[config.mk]
export PLATFORM = sky130hd
export DESIGN_NAME = cpu_control_unit
export DESIGN_NICKNAME = d
export VERILOG_FILES = /design/src/rtl/cpu_ctrl_pkg.sv /design/src/rtl/cpu_uop_rom.sv /design/src/rtl/cpu_control_unit.sv
export SDC_FILE = /design/constraint.sdc
export NUM_CORES = 1
export LEC_CHECK = 0
export ABC_AREA = 1
export CORE_MARGIN = 4
export CORE_UTILIZATION = 53
export CTS_CLUSTER_DIAMETER = 30
export DETAILED_ROUTE_END_ITERATION = 10
export PLACE_DENSITY = 0.87
export SLEW_MARGIN = 20
export SYNTH_ARGS = -nofsm -noshare
export SYNTH_HDL_FRONTEND = slang
export SYNTH_SLANG_ARGS = --single-unit
[constraint.sdc]
create_clock -name clk -period 3.2 [get_ports clk]
set_input_delay 0.64 -clock clk [delete_from_list [all_inputs] [get_ports clk]]
set_output_delay 0.64 -clock clk [all_outputs]
set_load 0.01 [all_outputs]
[src/rtl/cpu_ctrl_pkg.sv]
// Shared definitions for the 8-bit CPU microsequencer: control-bit indices,
// opcode values, micro-step and phase encodings.
package cpu_ctrl_pkg;

    localparam int CW_WIDTH = 25;
    localparam int OP_WIDTH = 8;

    // Control-bus bit positions read by the datapath blocks
    localparam int CB_MAR_PC  = 0;
    localparam int CB_MBR_MEM = 1;
    localparam int CB_MEM_MBR = 2;
    localparam int CB_IR_MBR  = 3;
    localparam int CB_PC_INC  = 4;
    localparam int CB_PC_MBR  = 5;
    localparam int CB_PC_CLR  = 6;
    localparam int CB_MAR_MBR = 7;
    localparam int CB_ACC_CLR = 8;
    localparam int CB_ACC_ADD = 9;
    localparam int CB_ACC_SUB = 10;
    localparam int CB_BR_MBR  = 11;
    localparam int CB_ACC_BR  = 12;
    localparam int CB_MBR_ACC = 13;
    localparam int CB_ACC_SHL = 14;
    localparam int CB_ACC_SHR = 15;
    localparam int CB_ACC_AND = 16;
    localparam int CB_ACC_OR  = 17;
    localparam int CB_ACC_NOT = 18;
    localparam int CB_ACC_MUL = 19;

    typedef logic [CW_WIDTH-1:0] cword_t;
    typedef logic [OP_WIDTH-1:0] opcode_t;

    localparam opcode_t OP_STORE  = 8'h01;
    localparam opcode_t OP_LOAD   = 8'h02;
    localparam opcode_t OP_ADD    = 8'h03;
    localparam opcode_t OP_SUB    = 8'h04;
    localparam opcode_t OP_JMPGEZ = 8'h05;
    localparam opcode_t OP_JMP    = 8'h06;
    localparam opcode_t OP_HALT   = 8'h07;
    localparam opcode_t OP_MPY    = 8'h08;
    localparam opcode_t OP_AND    = 8'h09;
    localparam opcode_t OP_OR     = 8'h0A;
    localparam opcode_t OP_NOT    = 8'h0B;
    localparam opcode_t OP_SHR    = 8'h0C;
    localparam opcode_t OP_SHL    = 8'h0D;

    typedef enum logic [4:0] {
        US_IDLE,
        US_CLR,
        US_FETCH1,
        US_FETCH2,
        US_FETCH3,
        US_DECODE,
        US_M1,
        US_M2,
        US_M3,
        US_OPX,
        US_ST1,
        US_ST2,
        US_ST3,
        US_JMP,
        US_JGEZ,
        US_HALT
    } ustep_t;

    typedef enum logic {
        PH_EXEC,
        PH_GAP
    } phase_t;

    function automatic cword_t cbit(input int idx);
        return cword_t'(1) << idx;
    endfunction

    // Opcodes that fetch an operand through MAR/MBR/BR before their ALU step
    function automatic logic is_mem_op(input opcode_t op);
        return (op == OP_LOAD) || (op == OP_ADD) || (op == OP_SUB) ||
               (op == OP_MPY)  || (op == OP_AND) || (op == OP_OR);
    endfunction

    // Opcodes whose whole execute phase is a single ALU step
    function automatic logic is_acc_op(input opcode_t op);
        return (op == OP_NOT) || (op == OP_SHR) || (op == OP_SHL);
    endfunction

endpackage

[src/rtl/cpu_uop_rom.sv]
// Combinational micro-op table: for a micro-step, the control word it emits
// during EXEC and the micro-step that follows it.
module cpu_uop_rom
    import cpu_ctrl_pkg::*;
(
    input  ustep_t  step,
    input  opcode_t opcode,
    input  logic    acc_neg,
    output cword_t  word,
    output ustep_t  next_step
);

    // NOTE: every output gets a default before the case so no path through
    // the block leaves a value unassigned, which would infer a latch.
    always_comb begin
        word      = '0;
        next_step = US_FETCH1;
        case (step)
            US_IDLE: next_step = US_CLR;
            US_CLR: begin
                word      = cbit(CB_PC_CLR);
                next_step = US_FETCH1;
            end
            US_FETCH1: begin
                word      = cbit(CB_MAR_PC);
                next_step = US_FETCH2;
            end
            US_FETCH2: begin
                word      = cbit(CB_MBR_MEM) | cbit(CB_PC_INC);
                next_step = US_FETCH3;
            end
            US_FETCH3: begin
                word      = cbit(CB_IR_MBR);
                next_step = US_DECODE;
            end
            US_DECODE: begin
                if (is_mem_op(opcode))
                    next_step = US_M1;
                else if (is_acc_op(opcode))
                    next_step = US_OPX;
                else if (opcode == OP_STORE)
                    next_step = US_ST1;
                else if (opcode == OP_JMP)
                    next_step = US_JMP;
                else if (opcode == OP_JMPGEZ)
                    next_step = US_JGEZ;
                else if (opcode == OP_HALT)
                    next_step = US_HALT;
                else
                    next_step = US_FETCH1;
            end
            US_M1: begin
                word      = cbit(CB_MAR_MBR);
                next_step = US_M2;
            end
            US_M2: begin
                word      = cbit(CB_MBR_MEM);
                next_step = US_M3;
            end
            US_M3: begin
                word      = cbit(CB_BR_MBR);
                next_step = US_OPX;
            end
            US_OPX: begin
                case (opcode)
                    OP_LOAD: word = cbit(CB_ACC_BR);
                    OP_ADD:  word = cbit(CB_ACC_ADD);
                    OP_SUB:  word = cbit(CB_ACC_SUB);
                    OP_MPY:  word = cbit(CB_ACC_MUL);
                    OP_AND:  word = cbit(CB_ACC_AND);
                    OP_OR:   word = cbit(CB_ACC_OR);
                    OP_NOT:  word = cbit(CB_ACC_NOT);
                    OP_SHR:  word = cbit(CB_ACC_SHR);
                    OP_SHL:  word = cbit(CB_ACC_SHL);
                    default: word = '0;
                endcase
                next_step = US_FETCH1;
            end
            US_ST1: begin
                word      = cbit(CB_MAR_MBR);
                next_step = US_ST2;
            end
            US_ST2: begin
                word      = cbit(CB_MBR_ACC);
                next_step = US_ST3;
            end
            US_ST3: begin
                word      = cbit(CB_MEM_MBR);
                next_step = US_FETCH1;
            end
            US_JMP: begin
                word      = cbit(CB_PC_MBR);
                next_step = US_FETCH1;
            end
            US_JGEZ: begin
                word      = acc_neg ? '0 : cbit(CB_PC_MBR);
                next_step = US_FETCH1;
            end
            // HALT resumes at FETCH1 without clearing PC
            US_HALT: next_step = US_FETCH1;
            default: begin
                word      = '0;
                next_step = US_IDLE;
            end
        endcase
    end

endmodule

[src/rtl/cpu_control_unit.sv]
// Microsequencer for the 8-bit CPU: each micro-step is a one-clock control
// pulse followed by a one-clock all-zero gap, all driven from flops.
module cpu_control_unit
    import cpu_ctrl_pkg::*;
(
    input  logic                clk,
    input  logic                rst_n,
    input  logic                start,
    input  logic [OP_WIDTH-1:0] ir_opcode,
    input  logic                acc_neg,
    output logic [CW_WIDTH-1:0] control,
    output logic                halted,
    output logic [4:0]          ustate
);

    ustep_t  step_q, step_d, seq_next;
    phase_t  phase_q, phase_d;
    opcode_t opcode_q;
    cword_t  control_q, control_d, entry_word;
    logic    halted_q;

    cword_t  unused_word;
    ustep_t  unused_next;

    // Successor of the current step
    cpu_uop_rom u_seq_rom (
        .step      (step_q),
        .opcode    (opcode_q),
        .acc_neg   (acc_neg),
        .word      (unused_word),
        .next_step (seq_next)
    );

    // Word of the step being entered, so it lands in the output flop on the
    // same edge the step begins
    cpu_uop_rom u_word_rom (
        .step      (step_d),
        .opcode    (opcode_q),
        .acc_neg   (acc_neg),
        .word      (entry_word),
        .next_step (unused_next)
    );

    always_comb begin
        step_d  = step_q;
        phase_d = phase_q;
        if (step_q == US_IDLE || step_q == US_HALT) begin
            if (start) begin
                step_d  = seq_next;
                phase_d = PH_EXEC;
            end
        end else if (phase_q == PH_EXEC) begin
            phase_d = PH_GAP;
        end else begin
            step_d  = seq_next;
            phase_d = PH_EXEC;
        end
        control_d = (phase_d == PH_EXEC) ? entry_word : '0;
    end

    // NOTE: sequential state uses non-blocking assignments so every flop
    // samples the pre-edge values regardless of statement order.
    always_ff @(posedge clk or negedge rst_n) begin
        if (!rst_n) begin
            step_q    <= US_IDLE;
            phase_q   <= PH_EXEC;
            control_q <= '0;
            halted_q  <= 1'b0;
            opcode_q  <= '0;
        end else begin
            step_q    <= step_d;
            phase_q   <= phase_d;
            control_q <= control_d;
            halted_q  <= (step_d == US_HALT);
            if (step_q == US_DECODE && phase_q == PH_EXEC)
                opcode_q <= ir_opcode;
        end
    end

    assign control = control_q;
    assign halted  = halted_q;
    assign ustate  = step_q;

endmodule

### Word-level counts from Yosys, hierarchy flattened

Memories as Yosys holds them, arrays and structs flattened.
Cells that the tools add are included.
W data, S select, Z words.

* register bits: 40
* bits in read-only memories: 144
* RAM bits: 0
* latch bits: 0
* memories kept: 1
* input port bits: 12

* multiply operators: 0
* add/sub/neg operators: 0
* reductions and logical operators: 13
* equality and inequality tests: 42
* divide/modulo/power cells: 0
* multiplexer cells: 17
* bitwise gates (word level): 1
* order comparisons: 0
* shifts and indexed selects: 0

Memories
* (name not given): words 16, bits a word 9, rd ports 1, clocked after memory_dff 0, wr ports 0, line cpu_uop_rom.sv:65 `case (opcode)`

Operators with widths (count)
* $pmux W25 S12: 1
* $eq A5 B4 Y1 const B: 16
* $pmux W5 S11: 1
* $mux W25: 2
* $eq A8 B4 Y1 const B: 6
* $mux W5: 8
* $eq A5 B3 Y1 const B: 7
* $eq A8 B3 Y1 const B: 4
* $eq A5 B2 Y1 const B: 4
* $eq A8 B2 Y1 const B: 2
* $eq A5 B1 Y1 const B: 2
* $eq A8 B1 Y1 const B: 1
* $logic_or A1 B1 Y1: 8
* $mux W6: 1
* $reduce_or A6 Y1: 1
* $logic_not A5 Y1: 1
* $logic_not A4 Y1: 1
* $mux W4: 1
* $mux W1: 3
* $reduce_or A2 Y1: 1
* $logic_and A1 B1 Y1: 1
* $not A1 Y1: 1

### Depth between registers and ports, before layout

* depth in word-level cells: 14
* depth in mapped cells: 18
* depth with buffers taken out: 18

### By module

From an unflattened synthesis, not the netlist that was laid out.

* cell total of the unflattened synthesis: 422
* area total of the unflattened synthesis: 2801.4 sq um

Modules (own cells, without submodules)
* cpu_control_unit: sequential area each 1001.0 sq um, area each 1645.3 sq um, cells an instance 181, times used 1
* cpu_uop_rom (u_word_rom): sequential area each 0.0 sq um, area each 613.1 sq um, cells an instance 122, times used 1
* cpu_uop_rom (u_seq_rom): sequential area each 0.0 sq um, area each 543.0 sq um, cells an instance 119, times used 1

### Least setup slack after synthesis

No wires, ideal clock.

* kind: register to register
* from: register step_q[3], in the netlist ustate[3]
* to: register control_q[7], in the netlist control[7]
* period minus slack after synthesis: 1840 ps
* required time: 3080 ps
* data arrival time: 1720 ps
* library setup time: 120 ps
* slack: 1360 ps
* cell stages (with the launch flop): 14
* cell sequence: dfrtp_1 > nand2_1 > nor3_1 > a31oi_1 > nand2_1 > o21ai_0 > inv_1 > nand2_2 > inv_1 > nand2_1 > nand2_1 > nand2_1 > nand3_2 > and3_1

* word-level cells in the longest chain between the ends: 9

Ends and longest elaborated chain
* start: declaration: line cpu_control_unit.sv:16 `ustep_t step_q, step_d, seq_next;`
* start signal: assignment: line cpu_control_unit.sv:71 `step_q <= step_d;`
* $eq A5 B4 Y1 (tied with other cells): line cpu_uop_rom.sv:18, cpu_control_unit.sv:47
* $reduce_or A6 Y1 (no source line)
* $pmux W5 S11: line cpu_uop_rom.sv:18 `case (step)`
* $mux W5, on equally long branches: line cpu_control_unit.sv:52, cpu_control_unit.sv:48
* $mux W5 (*): line cpu_control_unit.sv:47 `if (step_q == US_IDLE || step_q == US_HALT) begin`
* named net step_d[3]: line cpu_control_unit.sv:16
* $eq A5 B3 Y1 or $eq A5 B4 Y1 (tied branches)
* $reduce_or A2 Y1 (no source line)
* $pmux W25 S12 (*): line cpu_uop_rom.sv:18
* $mux W25 (*): line cpu_control_unit.sv:58 `control_d = (phase_d == PH_EXEC) ? entry_word : '0;`
* named net control_d[7]: line cpu_control_unit.sv:19 `cword_t control_q, control_d, entry_word;`
* end signal: assignment: line cpu_control_unit.sv:73 `control_q <= control_d;`
* end: declaration: line cpu_control_unit.sv:19

The timed path passes the listed nets; every way through them passes the cells marked *.
A chain may end at the register's enable or synchronous reset.

### Final worst setup path

* from: register opcode_q[5]
* to: register control_q[18], in the netlist control[18]

* word-level cells in the longest chain between the ends: 14

Ends and longest elaborated chain
* start: declaration: line cpu_control_unit.sv:18 `opcode_t opcode_q;`
* start signal: assignment: line cpu_control_unit.sv:76 `opcode_q <= ir_opcode;`
* $eq A8 B3 Y1 or $eq A8 B2 Y1 (tied branches)
* $mux W4 or $logic_or A1 B1 Y1 (tied branches): line cpu_uop_rom.sv:47, cpu_ctrl_pkg.sv:77
* $mux W5 or $logic_or A1 B1 Y1 (tied branches): line cpu_uop_rom.sv:45, cpu_ctrl_pkg.sv:77
* $mux W5 or $logic_or A1 B1 Y1 (tied branches) (3 in series)
* $mux W5 (*): line cpu_uop_rom.sv:37 `if (is_mem_op(opcode))`
* $pmux W5 S11 (*): line cpu_uop_rom.sv:18
* $mux W5, on equally long branches: line cpu_control_unit.sv:52, cpu_control_unit.sv:48
* $mux W5 (*): line cpu_control_unit.sv:47
* named net step_d[0]: line cpu_control_unit.sv:16
* $eq A5 B3 Y1 or $eq A5 B4 Y1 (tied branches)
* $reduce_or A2 Y1 (no source line)
* $pmux W25 S12 (*): line cpu_uop_rom.sv:18
* $mux W25 (*): line cpu_control_unit.sv:58
* named net control_d[18]: line cpu_control_unit.sv:19

Marked as above.

==> key figures <==
Outcome
  • Status: finished, final reports clean

Timing
  • Final setup fails: 0
  • Final Hold Fails: 0
  • Top achievable clock speed: 461.3 MHz
  • Min cycle time layout: about 2200 ps
  • Slew Viols, Final: 0
  • Part of the cycle the worst path needs: 67.74%
  • RSZ-0062 raised after global routing: false
  • Setup TNS: 0 ps
  • Worst Clk Skew: roughly 8 ps

Yosys
  • Register area share after synthesis: 48.12%
  • Synth Cell Area: 1768 sq um
  • Largest cells by area after synthesis: dfrtp_1 48%, nand2_1 8.9%, nor2_1 8.3%, inv_1 3.8%, nand2_2 3.2%
  • Yosys warnings: 0
  • Post-Synthesis Cells: ~220
  • Area share of the largest cell type after synthesis: between 40% and 50%
  • Top cell type by total area after synthesis: dfrtp_1
  • FF+latch count, synth: 34
  • Synth Area per Inst: 8.110 sq um
  • Synth unique cells: 26

Global route
  • Vias in the first global route: around 1500
  • Total gr overflow: 0
  • First-pass GRT wire length: ~6.7 mm
  • Total track usage: ~20%
  • Initial antenna violation count: 0
  • Largest net degree at the start of global routing: 35

Detailed routing
  • DR iter-0 viols: 194
  • Highest routed layer: met4
  • Wire per inst: about 13 um
  • Total wire length: between 3 and 4 mm
  • Vias per cell: slightly above 5
  • Number of nets with antenna violations after routing: 0
  • DRT Pass-1 Iters: 4
  • DRC: 0
  • Met2 WL: between 1.5 and 2 mm
  • Vias: 1554
  • Wire length on met3: around 250 um
  • Metal-1 WL: between 1.5 and 2 mm

Floorplanning
  • Std-Cell Rows: 20
  • Die X: about 66 um
  • Core region area: ~3100 sq um
  • Starting Density: between 50% and 60%
  • Top Ports: 43
  • Die H: approximately 66 um
  • Die area: ~4300 sq um

Clock network
  • Number of buffers created by CTS: 5
  • Hold_buf cts: 0
  • Clock sinks: 34
  • Cts repair resizes: 0
  • TritonCTS clock tree: done
  • Clock Path Buffers: 2
  • Setup Fix Bufs, Post-CTS: 0
  • Clk pin slew, worst setup/hold paths: 100 ps
  • Skew-Pair Late Insertion Delay: roughly 340 ps
  • Root buf cell: clkbuf_4
  • H-tree Lvls: 2

Pwr
  • Leak: approximately 1.0 nW
  • Worst vdd ir: 0.4537 mV
  • Pwr Total: roughly 0.0019 W
  • Power per cell area: around 850 nW/um^2

Cells and area
  • Fin nets: about 270
  • Most common cell after layout, fill and taps aside: nand2_1
  • Fraction of layout cells with a size suffix above 1: between 10% and 20%
  • Layout area overhead: 24.77%
  • Most frequent cells in the layout: 42 x nand2_1, 39 x nor2_1, 36 x clkdlybuf4s50_1
  • Area of the multi-input gates: ~790 sq um
  • Antenna cells: 0
  • Seq. cell area: around 850 sq um
  • Fill cell count: between 200 and 300

Worst setup path
  • Kind of critical path: flip-flop to flip-flop
  • Critical Path RT: 3440 ps
  • CP arrival: between 2000 and 2500 ps
  • CP startpoint kind: flip-flop
  • CP endpoint kind: flip-flop
  • CP max FO: 5

Hold path
  • Worst hold path type: flip-flop to flip-flop

Job
  • Max-cap violation count: 0

Place
  • Port Buf Inserts: 36
  • Hpwl dp: a little under 3 mm
  • Gpl congestion: ~0.9
## report_power, final
group	internal, W	switching [W]
sequential	0.000533	0.000113
combinational	0.000357	0.000658
clock	0.0000827	0.000133
total	0.000973	0.000903
## cells by family (layout without fill, tap and decap cells)
family,after synthesis,after routing,share of synthesized area (%)
simple gates,132,132,36.23
flops,34,34,48.12
mux,4,4,2.548
buf+inv,34,71,8.492
compound gates,13,13,4.388
other cells,1,6,0.2121
## through the flow
stage / cells / setup slack, ps / utilization, % / cell area [sq um] / hold WS [ps]
after floorplan: 223 / 1360 / - / 1787 / 344.4
after global placement: 297 / 1032 / 69.08 / 2161 / 461.0
after detailed placement: 297 / 980.2 / 69.08 / 2161 / 477.3
after CTS: 304 / 1034 / 70.52 / 2206 / 492.8
after global routing: 304 / 781.6 / 70.52 / 2206 / 518.0
final: 304 / 1032 / 70.52 / 2206 / 500.3
## synth_stat cells (all sizes together)
library cell and instances:
nor3 9, dfrtp 34, clkbuf 1, a21oi 8, nand2 52, a32oi 1, nor4 1, nand3 15
buf 6, mux2 4, inv 27, o21ai 3, and3 1, conb 1, nand4 7, nor2 47
a31oi 1
## per-layer routing
metal	vias up	GRT usage (%)
met5	-	0
met4	0	6.995
met3	6	5.983
met2	55	32.04
met1	724	26.30
li1	769	-
## registers in the layout, summed over array words and instances, names as in the netlist
signal,count
control,19
halted,1
opcode_q,8
phase_q,1
ustate,5
## area by class of cell
class | count | share of cell area [%]
inverters | 27 | 4.594
clock buffers | 7 | 2.042
multi-input cells | 155 | 35.62
repair buffers | 37 | 16.68
flip-flops and latches | 34 | 38.57
well taps | 44 | 2.496
## worst paths after layout
kind,slack (ps),from,end,cells past startpoint
max in group asynchronous,2200,rst_n,ustate[4],2
setup reg to reg,1030,opcode_q[5],control[18],15
hold / removal,500,opcode_q[0],control[19],1
min in group asynchronous,700,rst_n,opcode_q[0],2
setup / recovery,1030,opcode_q[5],control[18],15
hold reg to reg,500,opcode_q[0],control[19],1
## worst max-delay path, stage by stage (launching register included)
cell     delay [ps]
dfrtp_1         390
nor2_2          150
nand2_1         170
inv_2           150
nand3_1         120
nand3_1         110
nand3_1         130
nand3_1         120
nand2_2         100
nand2_4         100
nand3_2          70
inv_2            70
nand2_2          70
nor2_4          130
inv_2            80
nor4_2          130
Power figures use the tool's default switching activity.
